**config.mk**
```make
export PLATFORM = sky130hd
export DESIGN_NAME = pc_ctrl
export DESIGN_NICKNAME = d
export VERILOG_FILES = /design/src/rtl/cpu_pkg.sv /design/src/rtl/ras_stack.sv /design/src/rtl/pc_ctrl.sv
export SDC_FILE = /design/constraint.sdc
export NUM_CORES = 1
export LEC_CHECK = 0
export ABC_CLOCK_PERIOD_IN_PS = 3100
export CORE_ASPECT_RATIO = 1.5
export CORE_MARGIN = 10
export CORE_UTILIZATION = 52
export CTS_BUF_LIST = sky130_fd_sc_hd__clkbuf_2
export CTS_CLUSTER_SIZE = 40
export DETAILED_ROUTE_END_ITERATION = 12
export GPL_ROUTABILITY_DRIVEN = 0
export HOLD_SLACK_MARGIN = 0.08
export PLACE_DENSITY = 0.76
export RECOVER_POWER = 50
export SETUP_SLACK_MARGIN = 0.05
export SYNTH_ARGS = -nofsm -noshare
export SYNTH_HDL_FRONTEND = slang
export SYNTH_SLANG_ARGS = --single-unit
```
**constraint.sdc**
```tcl
create_clock -name clk -period 3.1 [get_ports clk]
set_input_delay 0.465 -clock clk [delete_from_list [all_inputs] [get_ports clk]]
set_output_delay 0.465 -clock clk [all_outputs]
set_load 0.005 [all_outputs]
```
**src/rtl/cpu_pkg.sv**
```systemverilog
// rtl/cpu_pkg.sv - shared opcodes, condition codes and PC-stage state encoding
package cpu_pkg;

    localparam logic [4:0] OP_B    = 5'h0C;
    localparam logic [4:0] OP_BR   = 5'h0D;
    localparam logic [4:0] OP_CALL = 5'h0E;
    localparam logic [4:0] OP_RET  = 5'h0F;
    localparam logic [4:0] OP_HLT  = 5'h10;

    typedef enum logic [2:0] {
        CC_NE = 3'd0,
        CC_EQ = 3'd1,
        CC_GT = 3'd2,
        CC_LT = 3'd3,
        CC_GE = 3'd4,
        CC_LE = 3'd5,
        CC_OV = 3'd6,
        CC_AL = 3'd7
    } cond_e;

    typedef enum logic [1:0] {
        ST_RUN   = 2'd0,
        ST_FLUSH = 2'd1,
        ST_HALT  = 2'd2
    } state_e;

    // flag is packed {z, v, n}
    function automatic logic cond_met(input cond_e cc, input logic [2:0] flag);
        logic z, v, n;
        z = flag[2];
        v = flag[1];
        n = flag[0];
        case (cc)
            CC_NE:   return !z;
            CC_EQ:   return z;
            CC_GT:   return !z && !n;
            CC_LT:   return n;
            CC_GE:   return z || !n;
            CC_LE:   return z || n;
            CC_OV:   return v;
            default: return 1'b1;
        endcase
    endfunction

endpackage

```
**src/rtl/ras_stack.sv**
```systemverilog
// rtl/ras_stack.sv - circular return-address stack; a push when full overwrites the oldest entry
module ras_stack #(
    parameter int DEPTH = 4,
    parameter int W     = 16
) (
    input  logic                     clk,
    input  logic                     rst,
    input  logic                     push,
    input  logic                     pop,
    input  logic [W-1:0]             push_data,
    output logic [W-1:0]             top,
    output logic                     empty,
    output logic [$clog2(DEPTH):0]   count
);

    localparam int PW = $clog2(DEPTH);
    localparam int CW = PW + 1;

    logic [W-1:0]  mem_q [DEPTH];
    logic [W-1:0]  mem_d [DEPTH];
    logic [PW-1:0] ptr_q, ptr_d;
    logic [CW-1:0] cnt_q, cnt_d;
    logic [PW-1:0] top_idx;

    // ptr_q always points at the next free slot, so the top sits just behind it
    assign top_idx = ptr_q - PW'(1);
    assign top     = mem_q[top_idx];
    assign empty   = (cnt_q == '0);
    assign count   = cnt_q;

    always_comb begin
        mem_d = mem_q;
        ptr_d = ptr_q;
        cnt_d = cnt_q;
        if (push) begin
            mem_d[ptr_q] = push_data;
            ptr_d        = ptr_q + PW'(1);
            if (cnt_q != CW'(DEPTH)) begin
                cnt_d = cnt_q + CW'(1);
            end
        end else if (pop && !empty) begin
            ptr_d = top_idx;
            cnt_d = cnt_q - CW'(1);
        end
    end

    always_ff @(posedge clk) begin
        if (rst) begin
            ptr_q <= '0;
            cnt_q <= '0;
            for (int i = 0; i < DEPTH; i++) begin
                mem_q[i] <= '0;
            end
        end else begin
            ptr_q <= ptr_d;
            cnt_q <= cnt_d;
            mem_q <= mem_d;
        end
    end

endmodule

```
**src/rtl/pc_ctrl.sv**
```systemverilog
// rtl/pc_ctrl.sv - fetch PC, branch resolution, squash window, return stack and halt
module pc_ctrl
    import cpu_pkg::*;
#(
    parameter logic [15:0] RESET_PC     = 16'h0000,
    parameter int          FLUSH_CYCLES = 2,
    parameter int          RAS_DEPTH    = 4
) (
    input  logic        clk,
    input  logic        rst,
    input  logic        stall,
    input  logic        ex_valid,
    input  logic [4:0]  ex_opcode,
    input  logic [2:0]  ex_cond,
    input  logic [15:0] ex_pc,
    input  logic [8:0]  ex_off,
    input  logic [15:0] ex_reg,
    input  logic [2:0]  flag,
    output logic [15:0] pc,
    output logic        flush,
    output logic        taken,
    output logic        halted,
    output logic        ras_err
);

    localparam logic [1:0] FLUSH_LOAD = 2'(FLUSH_CYCLES - 1);

    state_e      state_q, state_d;
    logic [15:0] pc_q, pc_d;
    logic [1:0]  fcnt_q, fcnt_d;
    logic        ras_err_q, ras_err_d;

    logic        resolve;
    logic        is_b, is_br, is_call, is_ret, is_hlt;
    logic [15:0] ret_addr, rel_tgt, target;
    logic        ras_push, ras_pop, ras_empty;
    logic [15:0] ras_top;
    logic [$clog2(RAS_DEPTH):0] ras_count;

    assign resolve  = ex_valid && !stall && (state_q == ST_RUN);
    assign is_b     = (ex_opcode == OP_B);
    assign is_br    = (ex_opcode == OP_BR);
    assign is_call  = (ex_opcode == OP_CALL);
    assign is_ret   = (ex_opcode == OP_RET);
    assign is_hlt   = (ex_opcode == OP_HLT);
    assign ret_addr = ex_pc + 16'd1;
    assign rel_tgt  = ret_addr + {{7{ex_off[8]}}, ex_off};
    assign ras_push = resolve && is_call;
    assign ras_pop  = resolve && is_ret && (ras_count != '0);

    ras_stack #(
        .DEPTH (RAS_DEPTH),
        .W     (16)
    ) u_ras (
        .clk       (clk),
        .rst       (rst),
        .push      (ras_push),
        .pop       (ras_pop),
        .push_data (ret_addr),
        .top       (ras_top),
        .empty     (ras_empty),
        .count     (ras_count)
    );

    always_comb begin
        taken  = 1'b0;
        target = rel_tgt;
        if (resolve) begin
            if (is_b) begin
                taken = cond_met(cond_e'(ex_cond), flag);
            end else if (is_br) begin
                taken  = cond_met(cond_e'(ex_cond), flag);
                target = ex_reg;
            end else if (is_call) begin
                taken = 1'b1;
            end else if (is_ret) begin
                taken  = 1'b1;
                target = ras_empty ? RESET_PC : ras_top;
            end
        end
    end

    always_comb begin
        state_d   = state_q;
        pc_d      = pc_q;
        fcnt_d    = fcnt_q;
        ras_err_d = ras_err_q;
        if (!stall) begin
            case (state_q)
                ST_RUN: begin
                    if (taken) begin
                        pc_d    = target;
                        fcnt_d  = FLUSH_LOAD;
                        // a one-cycle window is covered entirely by the resolve cycle
                        state_d = (FLUSH_CYCLES > 1) ? ST_FLUSH : ST_RUN;
                        if (is_ret && ras_empty) begin
                            ras_err_d = 1'b1;
                        end
                    end else if (resolve && is_hlt) begin
                        pc_d    = ret_addr;
                        state_d = ST_HALT;
                    end else begin
                        pc_d = pc_q + 16'd1;
                    end
                end
                ST_FLUSH: begin
                    pc_d = pc_q + 16'd1;
                    if (fcnt_q <= 2'd1) begin
                        fcnt_d  = 2'd0;
                        state_d = ST_RUN;
                    end else begin
                        fcnt_d = fcnt_q - 2'd1;
                    end
                end
                default: ;
            endcase
        end
    end

    always_ff @(posedge clk) begin
        if (rst) begin
            state_q   <= ST_RUN;
            pc_q      <= RESET_PC;
            fcnt_q    <= 2'd0;
            ras_err_q <= 1'b0;
        end else begin
            state_q   <= state_d;
            pc_q      <= pc_d;
            fcnt_q    <= fcnt_d;
            ras_err_q <= ras_err_d;
        end
    end

    assign pc      = pc_q;
    assign flush   = taken || (state_q != ST_RUN);
    assign halted  = (state_q == ST_HALT);
    assign ras_err = ras_err_q;

endmodule
```
# Word-level counts from Yosys, hierarchy flattened
# Cells that the tools add are included.
# word_totals
reg_bits,90
input_bits,56
# classes
n_reduce_logical,29
n_mux,33
order_cmp,4
bitwise_logic,3
eq_ne,18
addsub,8
# op_table
op,n
2-to-1 mux 16 bit,11
bitwise mux 64 bit,1
adder 16 x 1 -> 16 bit (second input constant),2
binary-select mux 16 bit (select 2 bit),1
demux 16 bit (select 2 bit),1
case mux 16 bit (2 select lines),1
equality test 5 x 4 -> 1 bit (second input constant),4
adder 16 bit,1
2-to-1 mux 2 bit,7
logical AND 1 bit,10
equality test 3 bit (second input constant),3
2-to-1 mux 3 bit,3
case mux 2 bit (2 select lines),2
AND reduction 4 bit,2
case mux 1 bit (7 select lines),1
equality test 3 x 2 -> 1 bit (second input constant),2
greater-or-equal comparator 3 bit (second input constant),2
logical NOT 3 bit,2
inverter 2 -> 3 bit,2
nonzero test 2 bit,3
equality test 5 bit (second input constant),1
2-to-1 mux 1 bit,5
logical NOT 1 bit,4
inequality test 2 bit (second input constant),2
other kinds (18),22

# Depth between registers and ports, before layout
# Gate-level depths: netlist (run 1).
# depth
word_depth,13
mapped_depth,13
ltp_nobuf,12

# Cells and area by module
# From an unflattened synthesis (run 1), not the netlist that was laid out.
# unflattened
hier_cells,710
area_unflattened_um2,5739.3
# modules_own_cells
module,n_inst,area_per_inst_um2,cells_per_inst
ras_stack,1,2962.8,343
pc_ctrl,1,2776.4,367

# Worst setup path before layout (run 1)
# OpenSTA, ideal clock, no wires.
# synth_timing
path_kind,in2reg
startpoint,input ex_pc[0]
endpoint,"register pc_q[15], in the netlist pc[15]"
path_slack_ps,-118
setup_time_ps,120
arrival_time_ps,3098
cell_stages,12
cell_sequence,and2_1 -> nand2_1 -> xor2_1 -> inv_1 -> ha_1 -> a21o_1 -> a2111oi_1 -> a2111oi_0 -> a211oi_1 -> a21oi_1 -> and4_1 -> a211o_1
# synth_via
elab_chain_len,9
word_cells_on_any_way,10
cone_classes,add/sub: 2; mux: 8
# synth_lines
item,line_no,rtl
from (decl),pc_ctrl.sv:15,"input logic [15:0] ex_pc,"
adder 16 x 1 -> 16 bit *,pc_ctrl.sv:46,assign ret_addr = ex_pc + 16'd1;
via ret_addr[3],pc_ctrl.sv:35,"logic [15:0] ret_addr, rel_tgt, target;"
adder 16 bit *,pc_ctrl.sv:47,"assign rel_tgt = ret_addr + {{7{ex_off[8]}}, ex_off};"
2-to-1 mux 16 bit,pc_ctrl.sv:76,end else if (is_ret) begin
2-to-1 mux 16 bit,pc_ctrl.sv:74,end else if (is_call) begin
2-to-1 mux 16 bit,pc_ctrl.sv:71,end else if (is_br) begin
2-to-1 mux 16 bit,pc_ctrl.sv:69,if (is_b) begin
2-to-1 mux 16 bit *,pc_ctrl.sv:68,if (resolve) begin
2-to-1 mux 16 bit *,pc_ctrl.sv:91,if (taken) begin
case mux 16 bit (2 select lines) *,pc_ctrl.sv:89,case (state_q)
to (signal assigned),pc_ctrl.sv:128,pc_q <= pc_d;
to (decl),pc_ctrl.sv:29,"logic [15:0] pc_q, pc_d;"
# Mark *: on every way through the listed nets, which the timed path passes. The rest lies on a longest branch.
# A chain may end at the register's enable or synchronous reset.

# Final worst setup path (run 1)
# layout_timing
startpoint,input ex_cond[2]
endpoint,output taken
# layout_via
elab_chain_len,5
word_cells_on_any_way,11
cone_classes,eq/ne: 6; mux: 4; reduce/logical: 1
# layout_lines
item,line_no,rtl
from (decl),pc_ctrl.sv:14,"input logic [2:0] ex_cond,"
equality test 3 bit (tied with other cells),cpu_pkg.sv:33,case (cc)
case mux 1 bit (7 select lines) *,cpu_pkg.sv:33,
2-to-1 mux 1 bit,pc_ctrl.sv:71,
2-to-1 mux 1 bit *,pc_ctrl.sv:69,
2-to-1 mux 1 bit *,pc_ctrl.sv:68,
to (decl),pc_ctrl.sv:21,"output logic taken,"
# Mark *: on every way between the ends. The rest lies on a longest branch, timed or not.

==> flow_summary.ini, run 1 <==
[clocking]
cts-buffers-inserted = 9
cts_tree = built
clk_latency_ns = 0.60
cts.sinks = 90
cts_max_level = 3
hold_buffers = 0
cts_root_buf = clkbuf_2
cts_buffer_depth = 2
cts.reportedPaths.clkPinSlew_ns = 0.30

[outcome]
status = completed

[yosys]
ys_warn_count = 0
ys_ff_latch = 90
synth_ff_type = dfxtp_1
synth_edf_count = 0
synth_seq_area_share = 0.304
syn_area_sq_um = 5930
synth_cell_types = 69
synthesis.nets = 806
synth-async-reset-ratio = 0
avgSynthCellArea_sq_um = 8.21
synth_cells = 722

[critical_path]
r2r_cells = 7
r2r-end = u_ras.mem_q[56]
cp-end-kind = primary output
rrSetupSlack_ns = 0.38
worstReg2RegStart = state_q[0]
required_ns = 2.63
path_class = in -> out
cp_max_fo = 6
crit_arrival_ns = 2.50
start_kind = input port

[global_route]
grt_use_total = 0.246
grt_pass1_vias = 6302
grt_overflow = 0
grt_pass1_wl_um = 31800
antenna_found_initial = 1
grt_max_degree = 52

[min_path]
hold-path-endpoint = state_q[1]
holdPathStages = 2
min_path_type = in -> reg
min_from = rst

[route]
drt_first_pass_iters = 6
drt_iter0_drc = 404
drc_errors = 0
viasPerCell = 6.19
ant_nets = 0
vias = 6281
routed_wl_um = 20300
post_drt_wl_per_cell_um = 20.0

[power_and_ir_drop]
total_power_uw = 2400
peakVddDrop_uv = 282
p_leak_uw = 0.00285
power_density_nw_per_um2 = 319

[final_layout]
nFillCells = 901
stdcell_count = 1015
nNetsFinal = 946
drive_above_1_share = 0.181
syn_to_final_growth_pct = 27.0

[sta]
max_slew.worst_pin.slew_ns = 0.593
finalCritPeriodShare = 0.955
slew_headroom = 0.601
drv_slew = 0
finClkSkew_ns = 0.0517
rsz0062_at_grt = true
fin_crit_ns = 2.96
hold_violations = 0
max_clock_freq_mhz = 338
finalSetupViolCount = 0

[floorplan]
pin_count = 76
die_area_sq_um = 16200
coreArea_sq_um = 11100
start_util = 0.534
die_x_um = 107
die_y_um = 151
fp-row-count = 47

[job]
drv_cap = 0

[placement]
dpl.hpwl_um = 15900
portBuffers = 75
place_inst = 994
metal layers:
layer | GRT usage | vias up | routed length, um
li1 | - | 2901 | -
met1 | 0.249 | 2990 | 7120
met2 | 0.458 | 306 | 10600
met3 | 0.0498 | 84 | 1450
met4 | 0.132 | 0 | 1070
met5 | 0 | - | 0
critical path, stage by stage:
cell and delay (ns):
dlygate4sd3_1 0.64, nor2b_1 0.15, o21ai_0 0.11, a211oi_2 0.33, nand2b_4 0.20, clkinv_2 0.11, clkdlybuf4s50_1 0.47
flip-flops by register name, indices dropped and copies added, names as in the netlist:
register / count
fcnt_q: 2
pc: 16
ras_err: 1
state_q: 2
u_ras.count: 3
u_ras.mem_q: 64
u_ras.ptr_q: 2
layout make-up:
cell class	instances	area, sq um	share of cell area
clock inverters	6	46.3	0.00614
repair buffers	175	1530	0.203
clock buffers	10	50.0	0.00664
inverters	23	87.6	0.0116
flip-flops and latches	90	1810	0.240
well taps	147	184	0.0244
diodes	1	2.50	0.000332
multi-input cells	563	3820	0.508
cells by family (layout without fill, tap and decap cells):
kind of cell,count (synthesis),in the layout,share of synthesized area
compound gates,192,192,0.218
fa+ha+maj,28,28,0.0616
buf+inv,69,214,0.0563
xor+xnor,40,40,0.0603
other cells,0,1,0
simple gates,281,281,0.230
flops,90,90,0.304
mux,22,22,0.0709
timing repair:
action,in CTS,in global routing
setup endpoints to repair,2,5
resized for setup,3,5
buffers inserted,0,4
pin swaps,0,2
power by group:
| part | internal, uW | switching [uW] |
|---|---|---|
| logic | 315 | 327 |
| clock network | 117 | 447 |
| registers | 1170 | 22.7 |
| total | 1610 | 797 |
Yosys cell counts, types with 6 or more instances:
library cell | count | area [sq um]
nand2_1 | 115 | 432
dfxtp_1 | 90 | 1800
nor2_1 | 70 | 263
a21oi_1 | 62 | 310
a211oi_1 | 34 | 255
ha_1 | 26 | 325
xnor2_1 | 23 | 201
clkbuf_1 | 22 | 82.6
inv_1 | 22 | 82.6
o21ai_0 | 21 | 105
nand3_1 | 20 | 100
a22oi_1 | 19 | 143
nor3_1 | 17 | 85.1
mux4_2 | 16 | 360
xor2_1 | 16 | 140
buf_2 | 13 | 65.1
nand4_1 | 12 | 75.1
and4_1 | 8 | 70.1
a221oi_1 | 6 | 52.6
mux2i_1 | 6 | 60.1
o22ai_1 | 6 | 37.5
worst max path at each step:
stage / to / cells after the start / from / slack (ns)
floorplan: pc[15] / 13 / ex_pc[3] / 0.12
global route: pc[15] / 13 / ex_pc[0] / -0.01
global placement: pc[15] / 13 / ex_pc[0] / -0.34
CTS: taken / 5 / state_q[0] / 0.05
finish: taken / 7 / ex_cond[2] / 0.14
detailed placement: pc[15] / 12 / ex_pc[3] / -0.46
cells in the final DEF (no fill, tap or decap), types with 8 or more instances in the layout:
master	count
ha_1	26
clkdlybuf4s50_1	56
nor2_1	70
inv_1	22
a211oi_1	32
a22oi_1	19
nand4_1	12
nor3_1	17
o21ai_0	21
xnor2_1	22
and4_1	8
clkbuf_2	10
xor2_1	14
nand2_1	115
nand3_1	20
a21oi_1	62
dlygate4sd3_1	18
buf_4	96
mux4_2	16
dfxtp_1	88
stage by stage:
stage	TNS, ns	util	hold slack [ns]	cell area [sq um]	worst slack, ns
after CTS	0	0.675	0.283	7500	0.0530
after global placement	-2.21	0.666	0.434	7400	-0.344
after floorplan	0	-	0.422	5960	0.116
after detailed placement	-3.13	0.666	0.441	7400	-0.465
after global routing	-0.0108	0.678	0.259	7530	-0.0108
final	0	0.678	0.285	7530	0.140
No activity file was read; power rests on OpenSTA's default activity.
==> run 2, diff against run 1 <==
PLACE_DENSITY = 0.79   (was 0.76)
==> run 2 against run 1 <==
  * Clock skew down 0.00098 ns
  * First-iteration DRC count is 26% higher
  * Die area unchanged
  * Count of clock-buffer cells in the layout did not move
  * Sequential power hardly changed
  * Critical path depth decreased by 2
  * Routed wire length did not move
  * Register-to-register slack improved by 0.04 ns
  * Largest power group unchanged
==> flow_summary.ini, run 2 (same netlist as run 1, synthesis figures left out) <==
[outcome]
status = completed

[global_route]
grt_max_degree = 30
grt_pass1_vias = 6405
grt_use_total = 0.248
antenna_found_initial = 1
grt_overflow = 0
grt_pass1_wl_um = 32000

[sta]
slew_headroom = 0.507
finalSetupViolCount = 0
whs_ns = 0.294
max_clock_freq_mhz = 333
fin_crit_ns = 3.00
rsz0062_at_grt = true
drv_slew = 0
max_slew.worst_pin.slew_ns = 0.739
hold_violations = 0
finalCritPeriodShare = 0.968
finClkSkew_ns = 0.0507

[placement]
dpl.hpwl_um = 15700
portBuffers = 75

[floorplan]
die_area_sq_um = 16200
die_x_um = 107
coreArea_sq_um = 11100
pin_count = 76
fp-row-count = 47
start_util = 0.534
die_y_um = 151

[critical_path]
crit_start = state_q[1]
crit_arrival_ns = 2.54
required_ns = 2.63
worstReg2RegStart = state_q[1]
cp_max_fo = 6
start_kind = register
path_class = reg -> out
cp-end-kind = primary output

[power_and_ir_drop]
power_density_nw_per_um2 = 320
p_leak_uw = 0.00286
total_power_uw = 2420
peakVddDrop_uv = 305

[route]
drc_errors = 0
routed_wl_um = 20300
ant_nets = 0
viasPerCell = 6.29
vias = 6386
drt_first_pass_iters = 5
drt_iter0_drc = 511
post_drt_wl_per_cell_um = 20.0

[job]
drv_cap = 0

[min_path]
min_from = ex_pc[0]
min_path_type = in -> reg

[final_layout]
drive_above_1_share = 0.179
nFillCells = 896
final_common_cell = nand2_1
nNetsFinal = 947
largest_reg_flops = 64
final_cell_mix = nand2_1 (115), buf_4 (94), dfxtp_1 (89), nor2_1 (71), a21oi_1 (62)
syn_to_final_growth_pct = 27.3
regMostFlops = u_ras.mem_q

[clocking]
cts_max_level = 3
cts-buffers-inserted = 9
cts.reportedPaths.clkPinSlew_ns = 0.28
cts_root_buf = clkbuf_2
clk_latency_ns = 0.59
cts_tree = built
cts.sinks = 90
cts_buffer_depth = 2
==> run 2: cell types whose count changed in the layout (fill, tap and decap cells not counted), sizes merged <==
cell,previous run,this run
clkbuf,11,13
dlymetal6s2s,0,1
buf,100,99
dlygate4sd3,18,17
==> run 2: final timing paths <==
check	to	slack, ns	cells after the start
hold reg to reg	u_ras.mem_q[63]	0.47	2
setup reg to reg	pc[13]	0.42	7
hold / removal	u_ras.mem_q[16]	0.29	3
setup / recovery	taken	0.1	5
==> run 2: critical path: stages, from the launching register on <==
cell             delay, ns
dfxtp_1               0.43
or4b_4                0.60
nor2_4                0.16
nand2b_4              0.08
clkinv_2              0.14
clkdlybuf4s50_1       0.54
==> run 2: area by class of cell <==
class / count / area, sq um / share of cell area
multi-input combinational: 563 / 3820 / 0.506
sequential: 90 / 1810 / 0.239
timing repair buffer: 176 / 1550 / 0.205
tap: 147 / 184 / 0.0244
inverter: 23 / 87.6 / 0.0116
clock buffer: 10 / 50.0 / 0.00663
clock inverter: 6 / 50.0 / 0.00663
antenna: 1 / 2.50 / 0.000332
==> run 2: where the power goes <==
| group | internal [uW] | switching, uW | total (uW) |
|---|---|---|---|
| clock | 122 | 454 | 576 |
| sequential | 1180 | 23.7 | 1200 |
| combinational | 312 | 329 | 641 |
==> run 2: timing repair <==
action / 4_1_cts / 5_1_grt
resized for setup: 3 / 6
pin swaps: 0 / 3
setup buffers: 1 / 2
endpoints found under the setup margin: 2 / 6
hold buffers: 0 / 0
==> run 2: per-layer routing <==
| metal | global-route usage | wire length [um] | part of all wire |
|---|---|---|---|
| met4 | 0.154 | 1250 | 0.062 |
| met2 | 0.448 | 10400 | 0.51 |
| met5 | 0 | 0 | 0 |
| met3 | 0.0468 | 1630 | 0.080 |
| met1 | 0.256 | 6990 | 0.34 |
==> run 2: per-stage QoR <==
stage          instances  instance area, sq um  setup slack [ns]   util  setup TNS [ns]
2_1_floorplan        722                  5960             0.116      -               0
3_3_place_gp         996                  7420            -0.347  0.668           -1.97
3_5_place_dp         996                  7420            -0.471  0.668           -3.13
4_1_cts             1013                  7540            0.0562  0.678               0
5_1_grt             1016                  7550            0.0273  0.679               0
6_report            1016                  7550            0.0997  0.679               0
==> run 3, diff against run 2 <==
REMOVE_ABC_BUFFERS = 1   (was unset)
==> run 3 against run 2 <==
  * Flip-flop and latch count unchanged
  * First-iteration DRC count down 4.7%
  * Sequential power about the same
  * Routed wire length down 1.5%
  * Sequential share of layout area down 0.46 points
  * Count of clock-buffer cells in the layout down 1
  * Utilization up 1.2 points
  * Register-to-register slack worse by 0.20 ns
  * Combinational power up 3.1%
  * Largest cell class unchanged
==> flow_summary.ini, run 3 (same netlist as run 1, synthesis figures left out) <==
[power_and_ir_drop]
peakVddDrop_uv = 187
power_density_nw_per_um2 = 333
p_leak_uw = 0.00292

[route]
viasPerCell = 6.15
vias = 6327
drc_errors = 0
drt_first_pass_iters = 6
drt_iter0_drc = 487
ant_nets = 0
post_drt_wl_per_cell_um = 19.4
routed_wl_um = 20000

[floorplan]
start_util = 0.534
die_y_um = 151
die_x_um = 107
pin_count = 76
fp-row-count = 47
die_area_sq_um = 16200
coreArea_sq_um = 11100

[critical_path]
required_ns = 3.63
crit_arrival_ns = 3.53
crit_slowest_cell = clkdlybuf4s50_1
crit_buf_inv = 3
crit_chain = clkdlybuf4s50_1 > and2_1 > nand2_1 > xor2_1 > inv_1 > ha_1 > a21o_1 > a2111oi_4 > a2111oi_2 > a211oi_2 > buf_4 > xor2_1 > nor3_1 > o31a_1
crit_family = compound AO/OA/AOI/OAI gates
path_class = in -> reg
max_stage_delay_ns = 0.54
cp-end-kind = register
cp_max_fo = 3
start_kind = input port
critPathMostFrequentCell = xor2_1

[global_route]
antenna_found_initial = 1
grt_overflow = 0
grt_max_degree = 51
grt_pass1_vias = 6284
grt_pass1_wl_um = 31100
grt_use_total = 0.238

[sta]
setup_ws_ns = 0.0982
rsz0062_at_grt = true
finalSetupViolCount = 0
max_slew.worst_pin.slew_ns = 0.655
finalCritPeriodShare = 0.968
drv_slew = 0
max_clock_freq_mhz = 333
finClkSkew_ns = 0.0203
tns_ns = 0
slew_headroom = 0.559
fin_crit_ns = 3.00
hold_violations = 0

[final_layout]
utilization = 0.691
fin_area_sq_um = 7680
stdcell_count = 1028
final_cell_mix = nand2_1 (115), buf_4 (106), dfxtp_1 (90), nor2_1 (71), a21oi_1 (62)
largest_reg_flops = 64
nFillCells = 838
regMostFlops = u_ras.mem_q
drive_above_1_share = 0.193
final_common_cell = nand2_1
nNetsFinal = 959
syn_to_final_growth_pct = 29.5

[job]
drv_cap = 0

[placement]
dpl.hpwl_um = 15400
place_area_sq_um = 7450
preCtsSetupSlack_ns = -0.827
place_inst = 1004
portBuffers = 75

[clocking]
cts_root_buf = clkbuf_2
clk_latency_ns = 0.60
cts_tree = built
cts-buffers-inserted = 9
cts_buffer_depth = 2
cts.reportedPaths.clkPinSlew_ns = 0.29
cts.sinks = 90
cts_max_level = 3

[outcome]
status = completed

[min_path]
min_path_type = in -> reg
-- run 3: changes by cell type in the layout (fill, tap and decap cells not counted), sizes merged --
cell / before / now
clkbuf: 13 / 14
bufinv: 0 / 1
clkdlybuf4s50: 56 / 58
buf: 99 / 109
dlymetal6s2s: 1 / 0
dlygate4sd3: 17 / 16
-- run 3: metrics by stage --
step / hold slack [ns] / power, uW
after floorplan: 0.422 / 1480
after global placement: 0.434 / 1820
after detailed placement: 0.443 / 1840
after CTS: 0.269 / 2520
after global routing: 0.299 / 2650
final: 0.313 / 2560
-- run 3: final timing paths --
kind              depth (start not counted)         endpoint             from  slack, ns
hold reg to reg                           2  u_ras.mem_q[44]  u_ras.mem_q[44]       0.47
setup reg to reg                          7  u_ras.mem_q[20]       state_q[1]       0.22
setup / recovery                         14           pc[13]         ex_pc[1]        0.1
hold / removal                            2       state_q[1]              rst       0.31
-- run 3: final cells by class --
type / instances / area (sq um) / area share
inverter: 23 / 87.6 / 0.0114
tap: 147 / 184 / 0.0240
clock inverter: 7 / 93.8 / 0.0122
sequential: 90 / 1800 / 0.235
timing repair buffer: 188 / 1600 / 0.209
antenna: 1 / 2.50 / 0.000326
multi-input combinational: 563 / 3860 / 0.503
clock buffer: 9 / 45.0 / 0.00587
-- run 3: report_power, final --
part           internal (uW)  leakage, uW  switching (uW)
Clock                    210    0.0000793             489
Sequential              1180     0.000728            21.2
Combinational            337      0.00211             325
Total                   1720      0.00292             834
-- run 3: what timing repair did --
item	4_1_cts	5_1_grt
endpoints found under the setup margin	4	8
gates resized for setup	5	14
buffers inserted	1	6
hold buffers	0	0
pin swaps	0	8
-- run 3: routing by layer --
metal  GRT usage  up-vias  wire length [um]
met5           0        -                 0
met4       0.141        0              1180
met3      0.0404       89              1320
met2       0.419      315             10100
met1       0.260     3005              7370
li1            -     2918                 -
